File: config.mk
export PLATFORM = sky130hd
export DESIGN_NAME = fwd_hazard_unit
export DESIGN_NICKNAME = d
export VERILOG_FILES = /design/src/rtl/fwd_hazard_unit_pkg.sv /design/src/rtl/fwd_hazard_unit_select.sv /design/src/rtl/fwd_hazard_unit.sv
export SDC_FILE = /design/constraint.sdc
export NUM_CORES = 1
export LEC_CHECK = 0
export CAP_MARGIN = 20
export CORE_MARGIN = 1.5
export CORE_UTILIZATION = 50
export CTS_CLUSTER_SIZE = 20
export DETAILED_ROUTE_END_ITERATION = 16
export GPL_TIMING_DRIVEN = 0
export PLACE_DENSITY = 0.83
export SYNTH_ARGS = -nofsm -noshare
export SYNTH_HDL_FRONTEND = slang
export SYNTH_SLANG_ARGS = --single-unit
export TNS_END_PERCENT = 10
File: constraint.sdc
create_clock -name clk -period 8.4 [get_ports clk]
set_input_delay 2.52 -clock clk [delete_from_list [all_inputs] [get_ports clk]]
set_output_delay 2.52 -clock clk [all_outputs]
set_load 0.02 [all_outputs]
File: src/rtl/fwd_hazard_unit_pkg.sv
// ---------------------------------------------------------------------------
// fwd_hazard_unit_pkg
//   Shared definitions for the forwarding / hazard control block:
//   - REG_NUM_BITWIDTH : architectural register index width
//   - FWD_*            : 2-bit operand select encodings consumed by EX
//   - slot_t           : shadow copy of the destination-register state of
//                        one pipeline stage (EX or MEM)
//   - slot_hit()       : "this slot will write register r" (x0 never hits)
// ---------------------------------------------------------------------------
package fwd_hazard_unit_pkg;

    localparam int REG_NUM_BITWIDTH = 5;

    localparam logic [1:0] FWD_REG    = 2'b00;  // register-file operand
    localparam logic [1:0] FWD_MEM_WB = 2'b01;  // MEM/WB forward data
    localparam logic [1:0] FWD_EX_MEM = 2'b10;  // EX/MEM forward data

    typedef struct packed {
        logic                        valid;
        logic [REG_NUM_BITWIDTH-1:0] rd;
        logic                        reg_write;
        logic                        mem_read;
    } slot_t;

    // x0 is hard-wired zero, so a write to it must never be forwarded.
    function automatic logic slot_hit(input slot_t s,
                                      input logic [REG_NUM_BITWIDTH-1:0] r);
        return s.valid & s.reg_write & (s.rd != '0) & (s.rd == r);
    endfunction

endpackage

File: src/rtl/fwd_hazard_unit_select.sv
// ---------------------------------------------------------------------------
// fwd_select
//   Purely combinational per-source forward select. One instance per
//   source operand (rs1 / rs2).
//   Ports:
//     id_valid  in   ID holds a real instruction
//     rs        in   source register index
//     uses      in   instruction actually reads this source
//     ex_slot   in   shadow state of the instruction now in EX
//     mem_slot  in   shadow state of the instruction now in MEM
//     sel       out  next-cycle select (FWD_REG / FWD_MEM_WB / FWD_EX_MEM)
//     hit_ex    out  raw EX-slot match, used by the load-use detector
// ---------------------------------------------------------------------------
module fwd_select
    import fwd_hazard_unit_pkg::*;
(
    input  logic                        id_valid,
    input  logic [REG_NUM_BITWIDTH-1:0] rs,
    input  logic                        uses,
    input  slot_t                       ex_slot,
    input  slot_t                       mem_slot,
    output logic [1:0]                  sel,
    output logic                        hit_ex
);

    logic hit_mem;
    logic unused_mr;

    assign hit_ex  = slot_hit(ex_slot, rs);
    assign hit_mem = slot_hit(mem_slot, rs);

    // mem_read only matters to the load-use detector in the parent.
    assign unused_mr = ex_slot.mem_read | mem_slot.mem_read;

    // The EX-stage producer is younger than the MEM-stage one, so its
    // value is the architecturally current one and takes priority.
    always_comb begin
        sel = FWD_REG;
        if (id_valid && uses) begin
            if (hit_ex)
                sel = FWD_EX_MEM;
            else if (hit_mem)
                sel = FWD_MEM_WB;
        end
    end

endmodule

File: src/rtl/fwd_hazard_unit.sv
// ---------------------------------------------------------------------------
// fwd_hazard_unit
//   Control side of the EX-stage forwarding muxes. Keeps a shadow copy of
//   the destination-register state of the instructions in EX and MEM,
//   computes the forward selects for the instruction in ID and registers
//   them so they are stable for the whole cycle that instruction sits in
//   EX. Also detects load-use hazards (one stall cycle + bubble).
//   Ports:
//     clk, rst_n                 clock (rising) / async active-low reset
//     id_valid                   ID holds a real instruction
//     id_rs1, id_rs2             ID source registers
//     id_uses_rs1, id_uses_rs2   instruction reads the source
//     id_rd, id_reg_write        ID destination and write enable
//     id_mem_read                ID instruction is a load
//     flush                      taken branch/jump, kill ID instruction
//     pipe_hold                  global freeze
//     forwardA, forwardB         registered operand selects for EX
//     stall                      combinational; hold PC and IF/ID
//     bubble                     combinational; load NOP into ID/EX
// ---------------------------------------------------------------------------
module fwd_hazard_unit
    import fwd_hazard_unit_pkg::*;
(
    input  logic                        clk,
    input  logic                        rst_n,
    input  logic                        id_valid,
    input  logic [REG_NUM_BITWIDTH-1:0] id_rs1,
    input  logic [REG_NUM_BITWIDTH-1:0] id_rs2,
    input  logic                        id_uses_rs1,
    input  logic                        id_uses_rs2,
    input  logic [REG_NUM_BITWIDTH-1:0] id_rd,
    input  logic                        id_reg_write,
    input  logic                        id_mem_read,
    input  logic                        flush,
    input  logic                        pipe_hold,
    output logic [1:0]                  forwardA,
    output logic [1:0]                  forwardB,
    output logic                        stall,
    output logic                        bubble
);

    slot_t      ex_slot;
    slot_t      mem_slot;
    slot_t      id_slot;
    logic [1:0] sel_a;
    logic [1:0] sel_b;
    logic       hit_ex_a;
    logic       hit_ex_b;
    logic       load_use;

    fwd_select u_sel_a (
        .id_valid (id_valid),
        .rs       (id_rs1),
        .uses     (id_uses_rs1),
        .ex_slot  (ex_slot),
        .mem_slot (mem_slot),
        .sel      (sel_a),
        .hit_ex   (hit_ex_a)
    );

    fwd_select u_sel_b (
        .id_valid (id_valid),
        .rs       (id_rs2),
        .uses     (id_uses_rs2),
        .ex_slot  (ex_slot),
        .mem_slot (mem_slot),
        .sel      (sel_b),
        .hit_ex   (hit_ex_b)
    );

    assign id_slot = '{valid:     id_valid,
                       rd:        id_rd,
                       reg_write: id_reg_write,
                       mem_read:  id_mem_read};

    // A load in EX has no data yet; a consumer in ID must wait one cycle,
    // after which the load is in MEM and the MEM/WB path covers it.
    assign load_use = id_valid & ex_slot.mem_read &
                      ((id_uses_rs1 & hit_ex_a) | (id_uses_rs2 & hit_ex_b));

    // pipe_hold freezes everything, so neither stall nor bubble may fire;
    // flush kills the ID instruction, so its load-use stall is moot.
    assign stall  = load_use & ~flush & ~pipe_hold;
    assign bubble = stall | (flush & ~pipe_hold);

    always_ff @(posedge clk or negedge rst_n) begin
        if (!rst_n) begin
            ex_slot  <= '0;
            mem_slot <= '0;
            forwardA <= FWD_REG;
            forwardB <= FWD_REG;
        end else if (!pipe_hold) begin
            mem_slot <= ex_slot;
            if (bubble) begin
                ex_slot  <= '0;
                forwardA <= FWD_REG;
                forwardB <= FWD_REG;
            end else begin
                ex_slot  <= id_slot;
                forwardA <= sel_a;
                forwardB <= sel_b;
            end
        end
    end

endmodule

* After elaboration in Yosys (flattened, before gate mapping) *
Index checks and enable logic that the tools add are counted.

storage, ports and cells
  memory bits (writable) = 0
  bits in latches = 0
  output and inout port bits = 6
  input port bits = 24
  logic and storage cells = 45
  memories = 0
  memory bits (read-only) = 0
  register bits = 19

operators by class
  $mul = 0
  shift-type cells = 0
  reduce and logical (&&, ||, !) cells = 4
  add/sub/neg operators = 0
  mux-type cells = 9
  bitwise operators = 19
  divide/modulo/power cells = 0
  $lt $le $gt $ge = 0
  equality and inequality tests = 4

operators by type and width
  cell                count
  == test 5 bit       4
  AND 1 bit           15
  2-to-1 mux 2 bit    6
  nonzero test 5 bit  2
  2-to-1 mux 8 bit    1
  logical AND 1 bit   2
  2-to-1 mux 1 bit    2
  inverter 1 bit      2
  OR 1 bit            2

* Depth between registers and ports, before layout *
Gate-level depths: netlist (run 1).

  depth in word-level cells = 10
  depth in mapped cells = 6
  gate-level depth less buffers = 5

* By module *
A second synthesis (run 1) with hierarchy kept.

unflattened totals
  cell total of the unflattened synthesis = 96
  area total of the unflattened synthesis = 1133.6 sq um

by module, submodules not included
  module           area each (sq um)  cells an instance  seq. area each (sq um)  instances
  fwd_hazard_unit  795.8              50                 500.5                   1
  fwd_select       168.9              23                 0.0                     2

* Least setup slack after synthesis (run 1) *
Ideal clock, no wire load.

  path type = input -> output
  from = input port id_rs1[4]
  to = output port stall
  stages = 6
  arrival time = 4.058 ns
  path slack = 1.822 ns
  required time = 5.880 ns
  path buffers = 1
  cell sequence = xnor2_1 -> o211ai_2 -> or4_4 -> a21o_1 -> buf_6 -> nor3_1

on the way
  word-level cells in the longest chain between the ends = 7

ends and longest elaborated chain
  item                    line                       text
  start: declaration      fwd_hazard_unit.sv:27      input logic [REG_NUM_BITWIDTH-1:0] id_rs1,
  == test 5 bit           fwd_hazard_unit_pkg.sv:28  return s.valid & s.reg_write & (s.rd != '0) & (s.rd == r);
  AND 1 bit               fwd_hazard_unit_pkg.sv:28
  AND 1 bit               fwd_hazard_unit.sv:79      ((id_uses_rs1 & hit_ex_a) | (id_uses_rs2 & hit_ex_b));
  OR 1 bit                fwd_hazard_unit.sv:79
  AND 1 bit               fwd_hazard_unit.sv:78      assign load_use = id_valid & ex_slot.mem_read &
  AND 1 bit (2 in a row)  fwd_hazard_unit.sv:83      assign stall = load_use & ~flush & ~pipe_hold;
  end: declaration        fwd_hazard_unit.sv:38      output logic stall,

Every way passes these cells.

* Worst setup path in the final report (run 1) *
  from = input port id_rs1[3]
  to = output port stall

The elaborated chain is that of the path after synthesis.

==> metrics.txt, run 1 <==
nature of the critical path endpoint primary output; startpoint types primary input; antenna violations before repair 0; fraction of synthesized area in multiplexers ~5.3%; number of buffers inserted during clock tree synthesis 3; drt drc 0; per-cell via count in the routed design between 5 and 6; Worst Max-Slew Pin Slew 0.820 ns; setup TNS after final layout 0 ns; average size of a mapped cell ~11 um^2; clock tree sinks 19; part of the Yosys area used for sequential elements around 45%; minimum period implied by the final worst setup slack about 7.5 ns; Clock H-tree levels 1; Netlist Area Pre-Place 1060 um^2; Fillers 150; power per cell area 139 nW/um^2; reported leakage power between 0.5 and 0.6 nW; gate count of the mapped netlist approximately 100; basic-gate share of the synthesized area counting and, or, nand and nor cells 14.9%; Antenna diodes 0; final-report setup violation count 0; share of the core filled with cells just over 70%; weighted congestion reported at the end of routability-driven placement roughly 0.82; routing usage on met3 under 10%; number of storage elements in the synthesis netlist 19; fraction of final layout cells sized beyond drive strength 1 9.77%; count of hold buffers inserted by post-cts repair 0; Top-Level Pins 30; flip-flop cell with the highest count after synthesis sky130_fd_sc_hd__dfrtp_1; area growth from synthesis to final layout 32.0%; warnings from Yosys 0; overall die width just under 50 um; first-pass GRT wire length ~4100 um; maximum fanout encountered on the critical timing path 10; Setup Buffers After CTS 0; IO Port Bufs 28; maximum root-to-sink buffer count 2; met2 Use GR between 30% and 40%; fraction of power spent switching nets approximately 28%; final critical-path setup slack 0.936 ns; share of the cycle needed by the critical path after routing approximately nine tenths; part of the total power dissipated in sequential elements between 50 and 60%; adder-cell share of the synthesized area 0%; busiest metal layer after global routing met2; clock insertion delay at the later pin of the skew report between 0.2 and 0.3 ns; # resized after CTS 0; total power draw a little under 200 uW; Core Area 1980 um^2; TritonCTS clock tree done; Mapped Nets approximately 130; overall fraction of global-route tracks in use approximately 22%; distinct cell type count after synthesis 29; Max-Slew Margin vs Limit a little under half; Nets 158; clock skew around 0.0043 ns; number of global-route vias before repair between 900 and 1000; critical path data arrival time about 4.9 ns; status complete, no violations; EDFF count, synth 0; part of the total power dissipated in combinational logic around 22%; area fraction in compound gates after synthesis between 10% and 20%; critical path class primary input to primary output; data required time at the worst endpoint 5.88 ns; number of vias in the routed layout approximately 900; die height ~50 um; TritonRoute pass-1 iters 4; RSZ-0062 raised after global routing no; Non-Filler Instances between 150 and 200; antenna viol nets, final 0; clock-pin transition on the worst setup and hold timing paths ~0.11 ns; met1 capacity usage during global routing ~28%; maximum number of pins on one net before global-route repair 20; half-perimeter wire length of the detailed placement result about 1900 um; net load switching power between 50 and 60 uW; die outline area ~2400 um^2; proportion of register bits with asynchronous set or reset after synthesis 100%; achievable frequency roughly 0.13 GHz; routed len/inst about 15 um; Congestion Overflow GR 0; xor-xnor portion of the synthesized cell area between 10% and 20%; Hold Path Class flop to flop; Peak VDD IR roughly 0.12 mV; total wire length roughly 2400 um; Final Slew Violations 0; internal power component ~140 uW; effective utilization at floorplan 53.7%; maximum capacitance violations 0; combinational family with the most area after synthesis compound AO/OA/AOI/OAI gates; worst setup timing slack at the placement stage 0.934 ns; number of endpoints with negative hold slack in the final report 0; number of standard-cell rows in the floorplan 16; root buf cell sky130_fd_sc_hd__clkbuf_4; DRT iter0 DRCs 38; number of placed cells counting well taps around 160; clock network fraction of design power between 20% and 30%
[area by class of cell]
| class | instances | area, um^2 | share of cell area [%] |
|---|---|---|---|
| multi-input cells | 74 | 552 | 39.3 |
| flip-flops and latches | 19 | 475 | 33.8 |
| repair buffers | 28 | 280 | 19.9 |
| well taps | 27 | 33.8 | 2.40 |
| clock buffers | 4 | 26.3 | 1.87 |
| plain buffers | 4 | 22.5 | 1.60 |
| inverters | 4 | 15.0 | 1.07 |
[worst max-delay path: stages]
cell and delay [ns]:
sky130_fd_sc_hd__clkdlybuf4s50_1 0.52, sky130_fd_sc_hd__xnor2_1 0.14, sky130_fd_sc_hd__o211ai_2 0.13, sky130_fd_sc_hd__or4_4 0.55, sky130_fd_sc_hd__a21o_1 0.18, sky130_fd_sc_hd__buf_6 0.13
sky130_fd_sc_hd__nor3_1 0.13, sky130_fd_sc_hd__clkdlybuf4s50_1 0.63
[path summary, 6_finish.rpt]
check / cells after the start / start / endpoint / slack [ns]
worst max-delay path: 8 / id_rs1[3] / stall / 0.94
worst min-delay path: 2 / forwardB[0] / forwardB[0] / 0.51
worst max register to register: 6 / ex_slot[6] / ex_slot[0] / 6.38
worst min register to register: 2 / forwardB[0] / forwardB[0] / 0.51
max in group asynchronous: 1 / rst_n / mem_slot[5] / 5.20
min in group asynchronous: 1 / rst_n / forwardB[1] / 2.69
[synthesized netlist by cell type, types with 2 or more instances]
cell	n	area, um^2
sky130_fd_sc_hd__dfrtp_1	19	475
sky130_fd_sc_hd__nand2_1	10	37.5
sky130_fd_sc_hd__xor2_1	10	87.6
sky130_fd_sc_hd__a32o_1	8	80.1
sky130_fd_sc_hd__xnor2_1	8	70.1
sky130_fd_sc_hd__o21ai_0	6	30.0
sky130_fd_sc_hd__mux2_2	5	56.3
sky130_fd_sc_hd__inv_1	4	15.0
sky130_fd_sc_hd__nor3_1	4	20.0
sky130_fd_sc_hd__clkbuf_1	3	11.3
sky130_fd_sc_hd__nand3_1	3	15.0
sky130_fd_sc_hd__nor2_1	2	7.51
sky130_fd_sc_hd__nor4_1	2	12.5
sky130_fd_sc_hd__or4_1	2	15.0
[layer usage]
| metal | routed length [um] | up-vias | part of all wire [%] |
|---|---|---|---|
| li1 | - | 439 | - |
| met1 | 1020 | 426 | 43 |
| met2 | 1200 | 33 | 51 |
| met3 | 113 | 5 | 4.8 |
| met4 | 28 | 0 | 1.2 |
| met5 | 0 | - | 0 |
[stage by stage]
stage                     hold WS, ns  area, um^2
after floorplan                 0.480        1060
after global routing            0.533        1410
after global placement          0.470        1380
after detailed placement        0.482        1380
after CTS                       0.508        1410
final                           0.509        1410
[layout by cell type, fill, tap and decap left out, drive strengths merged, types with 2 or more instances in the layout]
master,netlist,routed
clkdlybuf4s50,0,28
dfrtp,19,19
nand2,10,10
xor2,10,10
xnor2,8,8
a32o,8,8
clkbuf,3,7
o21ai,6,6
mux2,5,5
inv,4,4
nor3,4,4
nand3,3,3
or4,3,3
nor2,2,2
nor4,2,2
o211ai,2,2
[state kept, by name, summed over array words and instances, names as in the netlist]
register and count:
forwardA 2, ex_slot 8, mem_slot 7, forwardB 2
[power groups by stage]
| stage | sequential, mW | clock, mW | combinational, mW |
|---|---|---|---|
| final | 0.107 | 0.0455 | 0.0426 |
| after global routing | 0.108 | 0.0513 | 0.0468 |
| after CTS | 0.107 | 0.0473 | 0.0425 |
| after detailed placement | 0.108 | 0 | 0.0423 |
| after global placement | 0.108 | 0 | 0.0409 |
| after floorplan | 0.106 | 0 | 0.0237 |
[cell families after synthesis]
family,after synthesis
AOI/OAI and AO/OA,22
xor gates and xnor gates,18
buffers and inverters,8
DFF,19
muxes,5
and+or+nand+nor,29
Note: power is estimated with default switching activity, not from simulation.
==> run 2, diff against run 1 <==
--- a/config.mk
+++ b/config.mk
@@ -5,7 +5,6 @@
 export SDC_FILE = /design/constraint.sdc
 export NUM_CORES = 1
 export LEC_CHECK = 0
-export CAP_MARGIN = 20
 export CORE_MARGIN = 1.5
 export CORE_UTILIZATION = 50
 export CTS_CLUSTER_SIZE = 20
==> results of run 2 <==
No change in the layout: final DEF, timing and power equal those of run 1.
